$ cat src/rtl/ripple_count_monitor_if.sv
// Bus between the ripple-counter monitor and its system-side consumer.
// The master drives the raw count, the match value and the acknowledge.
// The slave (the monitor) returns the extended count, the event and the sticky flags.
interface ripple_count_monitor_if #(
  parameter int EXT_WIDTH = 8
);
  logic [3:0]           q_in;
  logic [3:0]           match_val;
  logic                 ev_ack;
  logic [EXT_WIDTH+3:0] count_out;
  logic                 ev_valid;
  logic [EXT_WIDTH+3:0] ev_count;
  logic                 skip_err;
  logic                 ev_ovf;

  modport master (
    output q_in,
    output match_val,
    output ev_ack,
    input  count_out,
    input  ev_valid,
    input  ev_count,
    input  skip_err,
    input  ev_ovf
  );

  modport slave (
    input  q_in,
    input  match_val,
    input  ev_ack,
    output count_out,
    output ev_valid,
    output ev_count,
    output skip_err,
    output ev_ovf
  );
endinterface

$ cat src/rtl/ripple_count_monitor.sv
// Synchronous consumer of an asynchronously settling 4-bit ripple count.
// The raw count is double-flopped into the clk domain. A value is accepted
// only after it has held for STABLE_CYCLES edges. Accepted values are
// extended with a wrap counter, skipped steps are flagged, and a match
// against match_val raises a valid/ack event.
module ripple_count_monitor #(
  parameter int STABLE_CYCLES = 2,
  parameter int EXT_WIDTH     = 8
) (
  input logic                    clk,
  input logic                    reset,
  ripple_count_monitor_if.slave  bus
);

  localparam logic [3:0] STABLE_TARGET = 4'(STABLE_CYCLES);

  logic [3:0]           s1;
  logic [3:0]           s2;
  logic                 s1_vld;
  logic                 s2_vld;
  logic [3:0]           run_cnt;
  logic                 init_done;
  logic [3:0]           nibble;
  logic [EXT_WIDTH-1:0] wrap_cnt;
  logic                 ev_valid_r;
  logic [EXT_WIDTH+3:0] ev_count_r;
  logic                 skip_err_r;
  logic                 ev_ovf_r;

  logic                 s2_hold;
  logic                 accept;
  logic                 update;
  logic                 wrap_now;
  logic                 skip_now;
  logic                 match;
  logic [3:0]           step;
  logic [EXT_WIDTH-1:0] wrap_next;
  logic [EXT_WIDTH+3:0] count_next;

  // Decide what this edge does: hold/accept, wrap, skip and match detection.
  // The reset value of s2 is not a real sample, so s2 only counts as holding
  // once real data has propagated through both synchronizer flops.
  always_comb begin
    s2_hold    = 1'b0;
    accept     = 1'b0;
    update     = 1'b0;
    wrap_now   = 1'b0;
    skip_now   = 1'b0;
    match      = 1'b0;
    step       = 4'd0;
    wrap_next  = wrap_cnt;
    count_next = {wrap_cnt, nibble};

    s2_hold = s2_vld && (s1 == s2);
    accept  = s2_hold && (run_cnt == (STABLE_TARGET - 4'd1));
    step    = s2 - nibble;

    if (accept) begin
      if (!init_done) begin
        update = 1'b1;
      end else if (s2 != nibble) begin
        update   = 1'b1;
        wrap_now = (s2 < nibble);
        skip_now = (step > 4'd1);
      end
    end

    if (wrap_now) begin
      wrap_next = wrap_cnt + 1'b1;
    end
    count_next = {wrap_next, s2};
    match      = update && (s2 == bus.match_val);
  end

  // Two-flop synchronizer for the raw ripple count, with a valid trail
  // marking when real samples have reached each stage.
  always_ff @(posedge clk) begin
    if (reset) begin
      s1     <= 4'd0;
      s2     <= 4'd0;
      s1_vld <= 1'b0;
      s2_vld <= 1'b0;
    end else begin
      s1     <= bus.q_in;
      s2     <= s1;
      s1_vld <= 1'b1;
      s2_vld <= s1_vld;
    end
  end

  // Stability run counter: restarts whenever s2 changes, saturates at the
  // target so a long-held value is accepted exactly once.
  always_ff @(posedge clk) begin
    if (reset) begin
      run_cnt <= 4'd0;
    end else if (!s2_hold) begin
      run_cnt <= 4'd0;
    end else if (run_cnt != STABLE_TARGET) begin
      run_cnt <= run_cnt + 4'd1;
    end
  end

  // Extended count and skip flag; the first acceptance only sets the baseline.
  always_ff @(posedge clk) begin
    if (reset) begin
      init_done  <= 1'b0;
      nibble     <= 4'd0;
      wrap_cnt   <= '0;
      skip_err_r <= 1'b0;
    end else if (update) begin
      init_done <= 1'b1;
      nibble    <= s2;
      wrap_cnt  <= wrap_next;
      if (skip_now) begin
        skip_err_r <= 1'b1;
      end
    end
  end

  // Event handshake: load on match when free or being acked, otherwise
  // record the drop; a plain ack retires the pending event.
  always_ff @(posedge clk) begin
    if (reset) begin
      ev_valid_r <= 1'b0;
      ev_count_r <= '0;
      ev_ovf_r   <= 1'b0;
    end else if (match) begin
      if (!ev_valid_r || bus.ev_ack) begin
        ev_valid_r <= 1'b1;
        ev_count_r <= count_next;
      end else begin
        ev_ovf_r <= 1'b1;
      end
    end else if (bus.ev_ack && ev_valid_r) begin
      ev_valid_r <= 1'b0;
    end
  end

  assign bus.count_out = {wrap_cnt, nibble};
  assign bus.ev_valid  = ev_valid_r;
  assign bus.ev_count  = ev_count_r;
  assign bus.skip_err  = skip_err_r;
  assign bus.ev_ovf    = ev_ovf_r;

endmodule
$ cat src/flat_wrapper.sv
// flat-port wrapper written by rule: the top's interface ports become plain ports
module ripple_count_monitor_flat 
#(
  parameter int STABLE_CYCLES = 2,
  parameter int EXT_WIDTH     = 8
)
  (clk, reset, bus_q_in, bus_match_val, bus_ev_ack, bus_count_out, bus_ev_valid, bus_ev_count, bus_skip_err, bus_ev_ovf);
  ripple_count_monitor_if #(.EXT_WIDTH(EXT_WIDTH)) bus_i ();
  input logic clk;
  input logic reset;
  input wire logic [$bits(bus_i.q_in)-1:0] bus_q_in;
  input wire logic [$bits(bus_i.match_val)-1:0] bus_match_val;
  input wire logic [$bits(bus_i.ev_ack)-1:0] bus_ev_ack;
  output wire logic [$bits(bus_i.count_out)-1:0] bus_count_out;
  output wire logic [$bits(bus_i.ev_valid)-1:0] bus_ev_valid;
  output wire logic [$bits(bus_i.ev_count)-1:0] bus_ev_count;
  output wire logic [$bits(bus_i.skip_err)-1:0] bus_skip_err;
  output wire logic [$bits(bus_i.ev_ovf)-1:0] bus_ev_ovf;
  assign bus_i.q_in = bus_q_in;
  assign bus_i.match_val = bus_match_val;
  assign bus_i.ev_ack = bus_ev_ack;
  assign bus_count_out = bus_i.count_out;
  assign bus_ev_valid = bus_i.ev_valid;
  assign bus_ev_count = bus_i.ev_count;
  assign bus_skip_err = bus_i.skip_err;
  assign bus_ev_ovf = bus_i.ev_ovf;
  ripple_count_monitor #(.STABLE_CYCLES(STABLE_CYCLES), .EXT_WIDTH(EXT_WIDTH)) u_core (.clk(clk), .reset(reset), .bus(bus_i));
endmodule
$ cat config.mk
export PLATFORM = sky130hd
export DESIGN_NAME = ripple_count_monitor_flat
export DESIGN_NICKNAME = d
export VERILOG_FILES = /design/src/rtl/ripple_count_monitor_if.sv /design/src/rtl/ripple_count_monitor.sv /design/src/flat_wrapper.sv
export SDC_FILE = /design/constraint.sdc
export NUM_CORES = 1
export LEC_CHECK = 0
export ABC_CLOCK_PERIOD_IN_PS = 2600
export CELL_PAD_IN_SITES_DETAIL_PLACEMENT = 0
export CELL_PAD_IN_SITES_GLOBAL_PLACEMENT = 1
export CORE_ASPECT_RATIO = 1.5
export CORE_MARGIN = 4
export CORE_UTILIZATION = 34
export CTS_CLUSTER_DIAMETER = 50
export DETAILED_ROUTE_END_ITERATION = 6
export PLACE_DENSITY_LB_ADDON = 0.2
export RECOVER_POWER = 25
export SLEW_MARGIN = 30
export SYNTH_ARGS = -nofsm -noshare
export SYNTH_HDL_FRONTEND = slang
export SYNTH_SLANG_ARGS = --single-unit
$ cat constraint.sdc
create_clock -name clk -period 2.6 [get_ports clk]
set_input_delay 0.52 -clock clk [delete_from_list [all_inputs] [get_ports clk]]
set_output_delay 0.52 -clock clk [all_outputs]
set_load 0.02 [all_outputs]
==> Yosys cells after proc, flatten, opt, wreduce, memory -nomap -nowiden <==
Cells that the tools add are included.
{ "classes": {"add_sub_neg": 3, "n_lt_le_gt_ge": 2, "n_eq_ne": 6, "muxes": 14, "bitwise_logic": 2, "reduce_logical": 12} }
{ "ops": {"columns": ["op", "count"], "rows": [
  ["$mux W1", 13],
  ["$add A8 B1 Y8 const B", 1],
  ["$eq A4 B4 Y1", 2],
  ["$mux W8", 1],
  ["$reduce_and A2 Y1", 4],
  ["$add A4 B1 Y4 const B", 1],
  ["$eq A4 B1 Y1 const B", 1],
  ["$gt A4 B1 Y1 const B", 1],
  ["$logic_and A1 B1 Y1", 4],
  ["$lt A4 B4 Y1", 1],
  ["$ne A4 B2 Y1 const B", 1],
  ["$ne A4 B4 Y1", 1],
  ["$sub A4 B4 Y4", 1],
  ["$ne A2 B2 Y1 const B", 1],
  ["$not A1 Y1", 2],
  ["$reduce_bool A2 Y1", 1],
  ["$reduce_or A2 Y1", 1],
  ["$logic_not A1 Y1", 1],
  ["$logic_or A1 B1 Y1", 1]
]} }
{ "word_totals": {"regBits": 42, "elab_cells": 51} }

==> Longest topological paths before layout <==
Gate-level depths: netlist of run 1.
{ "depth": {"ltp_word": 7, "ltp_mapped": 10} }

==> Worst setup path after synthesis of run 1 <==
OpenSTA, ideal clock, no wires.
{ "synth_path": {"path_kind": "register -> register", "startpoint": "register u_core.nibble[0]", "endpoint": "register u_core.ev_count_r[10] (netlist: u_core.bus.ev_count[10])", "setup_time_ps": 86, "arrival_time_ps": 2418, "slack_ps": 96, "stages_incl_launch_ff": 10, "n_path_buf": 0, "path_cell_list": "dfxtp_1 ha_1 inv_1 fa_1 a21o_1 a21o_1 or3_1 nor4_1 xnor2_1 a211oi_1"} }
{ "synth_via": {"elab_chain_len": 6} }
{ "synth_lines": {"columns": ["element", "line_no", "source"], "rows": [
  ["start, declared", "ripple_count_monitor.sv:23", "logic [3:0] nibble;"],
  ["start signal, assigned", "ripple_count_monitor.sv:107", "nibble <= 4'd0;"],
  ["start signal, assigned", "ripple_count_monitor.sv:112", "nibble <= s2;"],
  ["parallel branches: the longest is 6 deep, another holds $lt A4 B4 Y1", null, null],
  ["end signal, assigned", "ripple_count_monitor.sv:130", "ev_count_r <= count_next;"],
  ["end, declared", "ripple_count_monitor.sv:26", "logic [EXT_WIDTH+3:0] ev_count_r;"]
]} }
Parallel ways; which one is timed is not known.
A chain may end at the register's enable or synchronous reset.

==> Worst setup path after layout of run 1 <==
{ "layout_path": {"startpoint": "register u_core.s2[0]", "endpoint": "register u_core.ev_count_r[10] (netlist: u_core.bus.ev_count[10])"} }
{ "layout_via": {"elab_chain_len": 6} }
{ "layout_lines": {"columns": ["element", "line_no", "source"], "rows": [
  ["start, declared", "ripple_count_monitor.sv:18", "logic [3:0] s2;"],
  ["start signal, assigned", "ripple_count_monitor.sv:80", "s2 <= 4'd0;"],
  ["start signal, assigned", "ripple_count_monitor.sv:85", "s2 <= s1;"],
  ["parallel branches: the longest is 6 deep, another holds $lt A4 B4 Y1", null, null]
]} }
Parallel ways; which one is timed is not known.

==> out/qor.yml, run 1 <==
finish:
  stdcell_area_um2: 2450
  syn_to_final_growth_pct: 31.3
  nets: 266
  drive_gt1_frac: 0.109
  antenna_cells: 0
  final_util: 0.467
  nFillCells: 563
  stdcell_count: 315
  layout_common_cells: "dfxtp_1, clkdlybuf4s50_1, nor2_1"
  layout_commonest_cell: "dfxtp_1"
power:
  p_sw_uw: 262
  p_comb_frac: 0.058
  finalPower_mw: 1.16
  seqPwrFrac: 0.566
  power_leakage_nw: 0.833
  clkPwrFrac: 0.376
  p_per_area_nw_per_um2: 475
  power.internal_uw: 900
  switching_share: 0.226
  irDropWorstVdd_v: 0.000261
place:
  gp_congestion: 0.744
  dpl-instance-area_um2: 2350
  io_buffers: 37
  place_worst_setup_slack_ns: 0.130
  post-place-cells: 307
  dp_hpwl_um: 3100
critical_path:
  path_depth: 10
  timing.rr.start: "u_core.s2[0]"
  cp_slowest_cell: "fa_1"
  cpPeakStageDelay_ns: 0.40
  cp-start-kind: "register"
  crit_path_end_kind: "register"
  crit_start: "u_core.s2[0]"
  cp_cell_sequence: "inv_1 -> ha_1 -> inv_1 -> fa_1 -> a21o_1 -> a21o_1 -> or3_1 -> nor4_2 -> xnor2_1 -> a211oi_1"
  arrival_ns: 2.61
  crit_fanout: 4
  cp_top_family: "simple AND/OR/NAND/NOR gates"
  crit_type: "reg -> reg"
  rr_worst_depth: 10
  cp_num_buf_inv: 2
  cp_data_required_time_ns: 2.82
global_route:
  grt_pass1_vias: 1525
  antenna_found_initial: 0
  grt_max_degree: 18
  grt_pass1_wl_um: 7070
  track_usage: 0.136
  gr-total-overflow: 0
clock_tree:
  clk_pin_slew_ns: 0.08
  ctsResizeCount: 0
  cts_buffers: 5
  clkLatencyLatePin_ns: 0.29
  clock-sinks: 42
  cts_tree: "done"
  clockBufferDepth: 2
  hold_buffers: 0
  cts_setup_buffers: 0
  root_buffer: "clkbuf_8"
  htree_levels: 2
sta:
  timing.final.ws_setup_ns: 0.210
  hold_slack_ns: 0.448
  setup_violations: 0
  hold_viol: 0
  drv_slew: 0
  worst_pin_slew_ns: 0.749
  rsz0062_at_grt: "false"
  finalCritPeriodShare: 0.919
  relSlewSlack: 0.499
  post-route-min-period_ns: 2.39
  finalSetupTns_ns: 0
  fmax_ghz: 0.418
  skew_ns: 0.00606
floorplanning:
  start_util: 0.355
  die-area_um2: 6760
  dieWidth_um: 68.5
  core_area_um2: 5250
  io_pins: 38
  die_h_um: 98.7
  rows: 32
detailed_routing:
  wire_per_inst_um: 13.0
  firstDrtPassIters: 4
  drt-initial-drc-count: 34
  drc: 0
  antenna_left: 0
  vias: 1492
  totalWireLength_um: 4110
  avgViaCountPerCell: 4.74
worst_hold_path:
  worstHoldPathCells: 1
  hold_path_class: "reg -> reg"
  worstHoldStart: "u_core.s1_vld"
synth:
  seq_area_frac_synth: 0.451
  synth-seq-cells: 42
  synth.net_count: 219
  synth_cells: 199
  yosys.cell_types.count: 37
  synth.avg_cell_area_um2: 9.37
  syn_area_um2: 1860
  yosysWarnings: 0
run_status:
  outcome: "complete, no violations"
run:
  drv_cap: 0
==> area by class of cell <==
type | count | area (um2) | area share
well taps | 68 | 85.1 | 0.0347
clock buffers | 7 | 86.3 | 0.0353
repair buffers | 46 | 427 | 0.174
multi-input cells | 134 | 941 | 0.384
inverters | 17 | 63.8 | 0.0261
flip-flops and latches | 42 | 841 | 0.343
clock inverters | 1 | 5.00 | 0.00204
==> worst register-to-register path: cells and delay by family, from the launching register on <==
family / cells / cell delay [ns]
AO/OA/AOI/OAI: 3 / 0.58
XOR/XNOR: 1 / 0.12
adder cells (fa/ha/maj): 2 / 0.54
buffers and inverters: 2 / 0.15
flip-flops: 1 / 0.34
AND/OR/NAND/NOR: 2 / 0.59
==> power by group through the flow <==
stage	Clock, mW	Combinational (mW)	Sequential, mW
after floorplan	0	0.0399	0.672
after detailed placement	0	0.0701	0.674
final	0.436	0.0674	0.658
after CTS	0.463	0.0705	0.658
after global placement	0	0.0705	0.674
after global routing	0.485	0.0759	0.660
==> path summary, 6_finish.rpt <==
path | slack (ns) | endpoint
worst max-delay path | 0.21 | u_core.bus.ev_count[10]
worst min-delay path | 0.45 | u_core.s2_vld
worst max register to register | 0.21 | u_core.bus.ev_count[10]
worst min register to register | 0.45 | u_core.s2_vld
==> Yosys cell counts <==
| cell | instances | area share |
|---|---|---|
| dfxtp_1 | 42 | 0.45 |
| nor2_1 | 31 | 0.062 |
| inv_1 | 15 | 0.030 |
| a21oi_1 | 12 | 0.032 |
| xnor2_1 | 12 | 0.056 |
| ha_1 | 8 | 0.054 |
| nor2b_1 | 8 | 0.027 |
| mux2i_1 | 6 | 0.032 |
| nand2_1 | 6 | 0.012 |
| nor3_1 | 5 | 0.013 |
| nor4_1 | 5 | 0.017 |
| o21ai_0 | 5 | 0.013 |
| a211oi_1 | 4 | 0.016 |
| clkbuf_1 | 4 | 0.0081 |
| nand3_1 | 4 | 0.011 |
| nand4_1 | 3 | 0.010 |
| xor2_1 | 3 | 0.014 |
| a21o_1 | 2 | 0.0081 |
| a31oi_1 | 2 | 0.0067 |
| buf_6 | 2 | 0.012 |
| inv_2 | 2 | 0.0040 |
| nor4_2 | 2 | 0.013 |
| nor4_4 | 2 | 0.023 |
| a221oi_1 | 1 | 0.0047 |
| a221oi_2 | 1 | 0.0081 |
| a222oi_1 | 1 | 0.0054 |
| a31o_2 | 1 | 0.0047 |
| fa_1 | 1 | 0.011 |
| mux2_2 | 1 | 0.0060 |
| nand2b_1 | 1 | 0.0034 |
| nand3_2 | 1 | 0.0054 |
| nor3_2 | 1 | 0.0054 |
| o211a_1 | 1 | 0.0054 |
| o21ai_1 | 1 | 0.0027 |
| or2_1 | 1 | 0.0034 |
| or3_1 | 1 | 0.0034 |
| or3b_1 | 1 | 0.0047 |
==> state kept, by name, summed over array words and instances (netlist names) <==
| register | flops |
|---|---|
| u_core.s1_vld | 1 |
| u_core.s2 | 4 |
| u_core.init_done | 1 |
| u_core.bus.ev_ovf | 1 |
| u_core.s1 | 4 |
| u_core.run_cnt | 4 |
| u_core.bus.ev_count | 12 |
| u_core.s2_vld | 1 |
| u_core.bus.ev_valid | 1 |
| u_core.wrap_cnt | 8 |
| u_core.bus.skip_err | 1 |
| u_core.nibble | 4 |
==> routing by layer <==
| layer | up-vias | track usage | part of all wire |
|---|---|---|---|
| met3 | 5 | 0.0319 | 0.038 |
| met4 | 0 | 0.0551 | 0.015 |
| met2 | 24 | 0.221 | 0.50 |
| li1 | 768 | - | - |
| met5 | - | 0 | 0 |
| met1 | 695 | 0.166 | 0.44 |
==> cell families after synthesis <==
kind of cell | after synthesis | share of synthesized area
adders and majority gates | 9 | 0.0644
buffers and inverters | 23 | 0.0544
muxes | 7 | 0.0383
AOI/OAI and AO/OA | 31 | 0.107
DFF | 42 | 0.451
and+or+nand+nor | 72 | 0.214
xor gates and xnor gates | 15 | 0.0705
(Power assumes the default switching activity.)
==> inputs of run 2 (changes only) <==
Settings changed: CORE_ASPECT_RATIO 1.5 to 1.4.
==> run 2 against run 1 <==
Global-route usage down 0.62 points. Total power about the same. Clock power about the same. Clock skew down 0.0011 ns. Count of clock-buffer cells in the layout unchanged. Non-clock buffer count unchanged. Maximum frequency down 1.1%. Via count up 0.74%. Largest power group unchanged.
==> out/qor.yml, run 2 (synthesis results as in run 1) <==
sta:
  timing.final.ws_setup_ns: 0.184
  setup_violations: 0
  drv_slew: 0
  finalSetupTns_ns: 0
  hold_viol: 0
  post-route-min-period_ns: 2.42
  worst_pin_slew_ns: 0.786
  skew_ns: 0.00500
  rsz0062_at_grt: "true"
  finalCritPeriodShare: 0.929
  relSlewSlack: 0.474
  fmax_ghz: 0.414
detailed_routing:
  wire_per_inst_um: 12.8
  antenna_left: 0
  drt-initial-drc-count: 72
  drc: 0
  vias: 1503
  firstDrtPassIters: 4
  avgViaCountPerCell: 4.80
  totalWireLength_um: 3990
floorplanning:
  die_h_um: 95.6
  start_util: 0.356
  dieWidth_um: 70.6
  rows: 31
  die-area_um2: 6750
  core_area_um2: 5240
  io_pins: 38
critical_path:
  cp_data_required_time_ns: 2.82
  rr_worst_depth: 10
  crit_path_end_kind: "register"
  crit_fanout: 4
  crit_type: "reg -> reg"
  cp-start-kind: "register"
  arrival_ns: 2.63
  r2r_slack_ns: 0.18
clock_tree:
  clk_pin_slew_ns: 0.08
  clkLatencyLatePin_ns: 0.29
  clock-sinks: 42
  root_buffer: "clkbuf_8"
  htree_levels: 2
  cts_buffers: 5
  cts_tree: "done"
  hold_buffers: 0
  clockBufferDepth: 2
power:
  p_per_area_nw_per_um2: 477
  irDropWorstVdd_v: 0.000327
  power_leakage_nw: 0.829
  finalPower_mw: 1.16
place:
  place_worst_setup_slack_ns: 0.142
  dp_hpwl_um: 3010
  io_buffers: 37
  gp_congestion: 0.767
  dpl-instance-area_um2: 2350
finish:
  layout_common_cells: "dfxtp_1, clkdlybuf4s50_1, nor2_1"
  stdcell_area_um2: 2440
  drive_gt1_frac: 0.105
  largest_register_ffs: 12
  nFillCells: 540
  syn_to_final_growth_pct: 30.7
  nets: 266
  layout_commonest_cell: "dfxtp_1"
  antenna_cells: 0
  final_util: 0.465
global_route:
  gr-total-overflow: 0
  grt_pass1_vias: 1560
  grt_pass1_wl_um: 7010
  track_usage: 0.130
  antenna_found_initial: 0
  grt_max_degree: 18
run:
  drv_cap: 0
run_status:
  outcome: "complete, no violations"
worst_hold_path:
  hold_path_class: "reg -> reg"
  worstHoldPathCells: 1
-- run 2: timing repair --
action	4_1_cts	5_1_grt
buffers inserted	0	0
endpoints found under the setup margin	0	2
gates resized for setup	0	1
-- run 2: final cells by class --
| class | instances | area, um2 | share of cell area |
|---|---|---|---|
| clock buffers | 7 | 86.3 | 0.0354 |
| clock inverters | 1 | 5.00 | 0.00205 |
| well taps | 66 | 82.6 | 0.0339 |
| inverters | 17 | 63.8 | 0.0262 |
| repair buffers | 46 | 430 | 0.177 |
| multi-input cells | 134 | 928 | 0.381 |
| flip-flops and latches | 42 | 841 | 0.345 |
-- run 2: through the flow --
step	hold slack, ns	cells
final	0.435	313
after floorplan	0.414	199
after global placement	0.431	305
after global routing	0.470	313
after CTS	0.435	313
after detailed placement	0.425	305
-- run 2: final timing paths --
path                       from                 endpoint
setup / recovery   u_core.s2[0]  u_core.bus.ev_count[10]
hold reg to reg   u_core.s1_vld            u_core.s2_vld
setup reg to reg   u_core.s2[0]  u_core.bus.ev_count[10]
hold / removal    u_core.s1_vld            u_core.s2_vld
-- run 2: routing by layer --
metal,up-vias,GRT usage,routed length (um)
met4,0,0.0486,53
met5,-,0,0
met2,28,0.230,1970
li1,772,-,-
met1,699,0.151,1800
met3,4,0.0306,174
-- run 2: where the power goes --
part           internal [mW]  total (mW)  leakage (nW)  switching (mW)
sequential             0.651       0.658         0.341         0.00751
clock                  0.214       0.436        0.0482           0.222
combinational         0.0354      0.0677         0.440          0.0322
total                  0.900        1.16         0.829           0.261
-- run 2: critical path, stage by stage (launching register included) --
cell,delay (ns)
dfxtp_1,0.34
inv_1,0.08
ha_1,0.14
inv_1,0.06
fa_1,0.40
a21o_1,0.17
a21o_1,0.18
or3_1,0.38
nor4_2,0.26
xnor2_1,0.12
a211oi_1,0.22
==> inputs of run 3 (changes only) <==
Settings changed: CAP_MARGIN set to 20.
==> results of run 3 <==
No change in the layout: final DEF, timing and power equal those of run 2.
==> RTL change 1, RTL diff (settings of run 1) <==
`EXT_WIDTH` is set to 8 in 3 places; all go to 7.
--- a/src/rtl/ripple_count_monitor_if.sv
+++ b/src/rtl/ripple_count_monitor_if.sv
@@ -2,7 +2,7 @@
 // The master drives the raw count, the match value and the acknowledge.
 // The slave (the monitor) returns the extended count, the event and the sticky flags.
 interface ripple_count_monitor_if #(
-  parameter int EXT_WIDTH = 8
+  parameter int EXT_WIDTH = 7
 );
   logic [3:0]           q_in;
   logic [3:0]           match_val;
--- a/src/rtl/ripple_count_monitor.sv
+++ b/src/rtl/ripple_count_monitor.sv
@@ -5,7 +5,7 @@
 // against match_val raises a valid/ack event.
 module ripple_count_monitor #(
   parameter int STABLE_CYCLES = 2,
-  parameter int EXT_WIDTH     = 8
+  parameter int EXT_WIDTH     = 7
 ) (
   input logic                    clk,
   input logic                    reset,
--- a/src/flat_wrapper.sv
+++ b/src/flat_wrapper.sv
@@ -2,7 +2,7 @@
 module ripple_count_monitor_flat 
 #(
   parameter int STABLE_CYCLES = 2,
-  parameter int EXT_WIDTH     = 8
+  parameter int EXT_WIDTH     = 7
 )
   (clk, reset, bus_q_in, bus_match_val, bus_ev_ack, bus_count_out, bus_ev_valid, bus_ev_count, bus_skip_err, bus_ev_ovf);
   ripple_count_monitor_if #(.EXT_WIDTH(EXT_WIDTH)) bus_i ();
Interface: changed (resized bus_count_out and bus_ev_count); port bits go from 38 to 36. No check against the original RTL was run, so the function may have changed too.
==> RTL change 1 against run 1 <==
  * Synthesized cell count fell by 3.5%
  * Wire length is 4.8% higher
  * Sequential cell count shrank 2
  * Fmax rose by 0.83%
  * Synthesized area is 4.1% higher
  * Global-route usage fell by 0.46 points
  * Design area rose by 2.0%
  * Critical endpoint is now u_core.wrap_cnt[5]
  * Total power is 5.5% higher
  * First-iteration DRC count up 12%
  * Worst setup slack better by 0.020 ns
  * Via count shrank 2.5%
  * Sequential share of layout area decreased by 2.3 points
==> RTL change 1: results <==
{
  "largest_reg_flops": 11,
  "dp.cells": 297,
  "route.detailed.vias_per_inst": 4.77,
  "p_sw_share_pct": 22.9,
  "number_of_global_route_vias_before_repair": 1496,
  "leakage_uw": 0.000818,
  "cpLargestDelayFamily": "adder cells",
  "portBuffers": 35,
  "wire_per_inst_um": 14.1,
  "combPwrFrac_pct": 6.9,
  "synthesis.area_per_instance_um2": 10.1,
  "finalClockSkew_ns": 0.00546,
  "drive_above_1_share_pct": 14.0,
  "worst_slew_margin_rel_pct": 46.0,
  "ys_seq_area_share_pct": 41.3,
  "finalWirelength_um": 4300,
  "seq_power_uw": 630,
  "synth-xor-area-share_pct": 9.22,
  "drt_pre_antenna_iters": 3,
  "post_synth_mux_area_share_pct": 6.32,
  "synth_compound_gate_area_share_pct": 11.0,
  "synth_area_in_adders_pct": 6.19,
  "post-place-ws_ns": 0.263,
  "synth_top_cells_by_count": "sky130_fd_sc_hd__dfxtp_1 (40), sky130_fd_sc_hd__nor2_1 (24), sky130_fd_sc_hd__inv_1 (13)",
  "routabilityCongestion": 0.741,
  "yosys-top-cells-area": "sky130_fd_sc_hd__dfxtp_1 (41%), sky130_fd_sc_hd__ha_1 (5.2%), sky130_fd_sc_hd__mux2i_1 (5.2%)",
  "grt_pass1_wl_um": 7310,
  "path_max_fanout": 8,
  "dp_hpwl_um": 3250,
  "p_int_uw": 945,
  "status": "finished, final reports clean"
}
RTL change 1: changes by cell type in the layout (fill, tap and decap cells not counted), moves of 3 or more:
cell	change
sky130_fd_sc_hd__nor4_2	-4
sky130_fd_sc_hd__nand2_1	-3
sky130_fd_sc_hd__xnor2_2	+3
sky130_fd_sc_hd__nor2_2	+3
sky130_fd_sc_hd__or3_1	+4
sky130_fd_sc_hd__buf_4	-4
sky130_fd_sc_hd__nor2_1	-7
sky130_fd_sc_hd__mux2i_1	+4
sky130_fd_sc_hd__nor3_1	-4
sky130_fd_sc_hd__a211oi_2	+3
sky130_fd_sc_hd__a21oi_1	-8
sky130_fd_sc_hd__a31oi_1	+3
RTL change 1: routing by layer:
metal,global-route usage (%),wire length (um)
met5,0,0
met4,4.57,57
met3,3.59,154
met2,23.0,2190
met1,15.4,1900
RTL change 1: area by class of cell:
type	instances	area (um2)
inverter	13	48.8
timing repair buffer	40	393
clock inverter	3	42.5
tap	70	87.6
multi-input combinational	134	1060
clock buffer	5	68.8
sequential	40	801
fill	543	2990
RTL change 1: path summary, 6_finish.rpt:
kind | startpoint | to | slack [ns] | depth (start not counted)
hold reg to reg | u_core.s1_vld | u_core.s2_vld | 0.44 | 1
hold / removal | u_core.s1_vld | u_core.s2_vld | 0.44 | 1
setup / recovery | u_core.nibble[0] | u_core.wrap_cnt[5] | 0.23 | 9
setup reg to reg | u_core.nibble[0] | u_core.wrap_cnt[5] | 0.23 | 9
RTL change 1: metrics by stage:
step | instance area [um2] | hold WS [ns]
2_1_floorplan | 1940 | 0.414
5_1_grt | 2500 | 0.467
3_3_place_gp | 2400 | 0.420
3_5_place_dp | 2400 | 0.425
4_1_cts | 2510 | 0.449
6_report | 2500 | 0.443
==> RTL change 2, RTL diff (settings of run 1) <==
Made on the original files. Make the reset (`reset`) asynchronous in 4 clocked blocks.
--- a/src/rtl/ripple_count_monitor.sv
+++ b/src/rtl/ripple_count_monitor.sv
@@ -74,7 +74,7 @@
 
   // Two-flop synchronizer for the raw ripple count, with a valid trail
   // marking when real samples have reached each stage.
-  always_ff @(posedge clk) begin
+  always_ff @(posedge clk or posedge reset) begin
     if (reset) begin
       s1     <= 4'd0;
       s2     <= 4'd0;
@@ -90,7 +90,7 @@
 
   // Stability run counter: restarts whenever s2 changes, saturates at the
   // target so a long-held value is accepted exactly once.
-  always_ff @(posedge clk) begin
+  always_ff @(posedge clk or posedge reset) begin
     if (reset) begin
       run_cnt <= 4'd0;
     end else if (!s2_hold) begin
@@ -101,7 +101,7 @@
   end
 
   // Extended count and skip flag; the first acceptance only sets the baseline.
-  always_ff @(posedge clk) begin
+  always_ff @(posedge clk or posedge reset) begin
     if (reset) begin
       init_done  <= 1'b0;
       nibble     <= 4'd0;
@@ -119,7 +119,7 @@
 
   // Event handshake: load on match when free or being acked, otherwise
   // record the drop; a plain ack retires the pending event.
-  always_ff @(posedge clk) begin
+  always_ff @(posedge clk or posedge reset) begin
     if (reset) begin
       ev_valid_r <= 1'b0;
       ev_count_r <= '0;
Behaviour: differs if reset is asserted again (counterexample within 10 cycles, from zero or initial values and one cycle with reset high); with reset held inactive, the same outputs for 10 cycles.
==> RTL change 2 against run 1 <==
  * Clock power is 15% higher
  * Wire length is 4.5% higher
  * Critical path type unchanged
  * Design area is 6.1% higher
  * Sequential share of layout area is 6.1 points higher
  * Sequential cell count stayed put
  * Via count is 4.2% lower
  * Worst setup slack worse by 0.043 ns
  * Combinational power is 72% higher
  * Total power is 12% higher
  * Synthesized area is 8.3% higher
  * Largest power group unchanged
==> RTL change 2: results <==
{
  "status": "finished, final reports clean",
  "syn-num-nets": 194,
  "ir_worst_vdd_mv": 0.289,
  "layout.nets": 239,
  "route.detailed.vias_per_inst": 4.90,
  "post-place-ws_ns": 0.136,
  "ys_seq_area_share_pct": 52.0,
  "timing.critical_path.slowest_stage_cell": "sky130_fd_sc_hd__fa_1",
  "number_of_global_route_vias_before_repair": 1542,
  "cts_setup_buffers": 0,
  "fin_util_pct": 44.9,
  "dp_hpwl_um": 3300,
  "maximum_number_of_pins_on_one_net_before_global_route_repair": 43,
  "synth_top_flop_cell": "sky130_fd_sc_hd__dfrtp_1",
  "grt_pass1_wl_um": 7560,
  "worst_hold_path.endpoint": "u_core.s2_vld",
  "cpLargestDelayFamily": "multiplexers",
  "worst_slew_margin_rel_pct": 32.0,
  "stdcell_count": 292,
  "ctsResizeCount": 0,
  "tritoncts.num_buffers": 5,
  "syn_inst": 174,
  "worstHoldPathCells": 0,
  "startpoint": "u_core.s2[0]",
  "drive_above_1_share_pct": 15.0,
  "wire_per_inst_um": 14.7,
  "portBuffers": 37,
  "share_of_synthesized_flip_flops_with_an_asynchronous_set_or_reset_pct": 100,
  "worstRegToRegCells": 9,
  "finalClockSkew_ns": 0.00680,
  "routabilityCongestion": 0.826,
  "grt.total_usage_pct": 13.1,
  "synth_cell_type_count": 44,
  "hold_class": "flop to flop",
  "yosys-top-cells-area": "sky130_fd_sc_hd__dfrtp_1 (52%), sky130_fd_sc_hd__mux2_2 (5.6%), sky130_fd_sc_hd__ha_1 (5.0%)",
  "worst_setup_path_endpoint": "u_core.bus.ev_count[5]",
  "dp.cells": 284,
  "timing.hold.ws_ns": 0.356,
  "ctsRootBufferMaster": "sky130_fd_sc_hd__clkbuf_8",
  "clock_path_buffers": 2,
  "synth_top_cells_by_count": "sky130_fd_sc_hd__dfrtp_1 (42), sky130_fd_sc_hd__nand2_1 (12), sky130_fd_sc_hd__inv_1 (10), sky130_fd_sc_hd__mux2_2 (10), sky130_fd_sc_hd__nand3_1 (9)",
  "post_dp_cell_area_um2": 2490,
  "detail_route.iter0.violations": 47,
  "leakage_uw": 0.00116,
  "holdCritStartpoint": "u_core.s1_vld",
  "fillers": 574,
  "worst_slack_ns": 0.167
}
-- RTL change 2: layer usage --
metal,routed length [um],track usage (%),vias up
li1,-,-,700
met1,1810,16.1,686
met2,2230,22.4,38
met3,179,2.76,6
met4,71,5.07,0
met5,0,0,-
-- RTL change 2: report_power, final --
part           total (uW)  internal, uW  switching (uW)
registers             680           667            14.0
clock network         502           283             219
logic                 116          50.9            64.7
total                1300          1000             298
-- RTL change 2: kinds of logic after synthesis --
group / Yosys count / share of synthesized area (%)
adders and majority gates: 9 / 5.95
DFF: 42 / 52.0
muxes: 12 / 7.06
buffers and inverters: 12 / 2.48
and+or+nand+nor: 63 / 19.1
xor gates and xnor gates: 12 / 5.20
AOI/OAI and AO/OA: 23 / 7.93
other: 1 / 0.186
-- RTL change 2: area by class of cell --
class,count,share of cell area (%)
Tap cell,72,3.47
Clock buffer,5,2.65
Inverter,10,1.45
Clock inverter,3,1.54
Sequential cell,42,40.5
Timing Repair Buffer,40,15.0
Multi-Input combinational cell,120,35.4
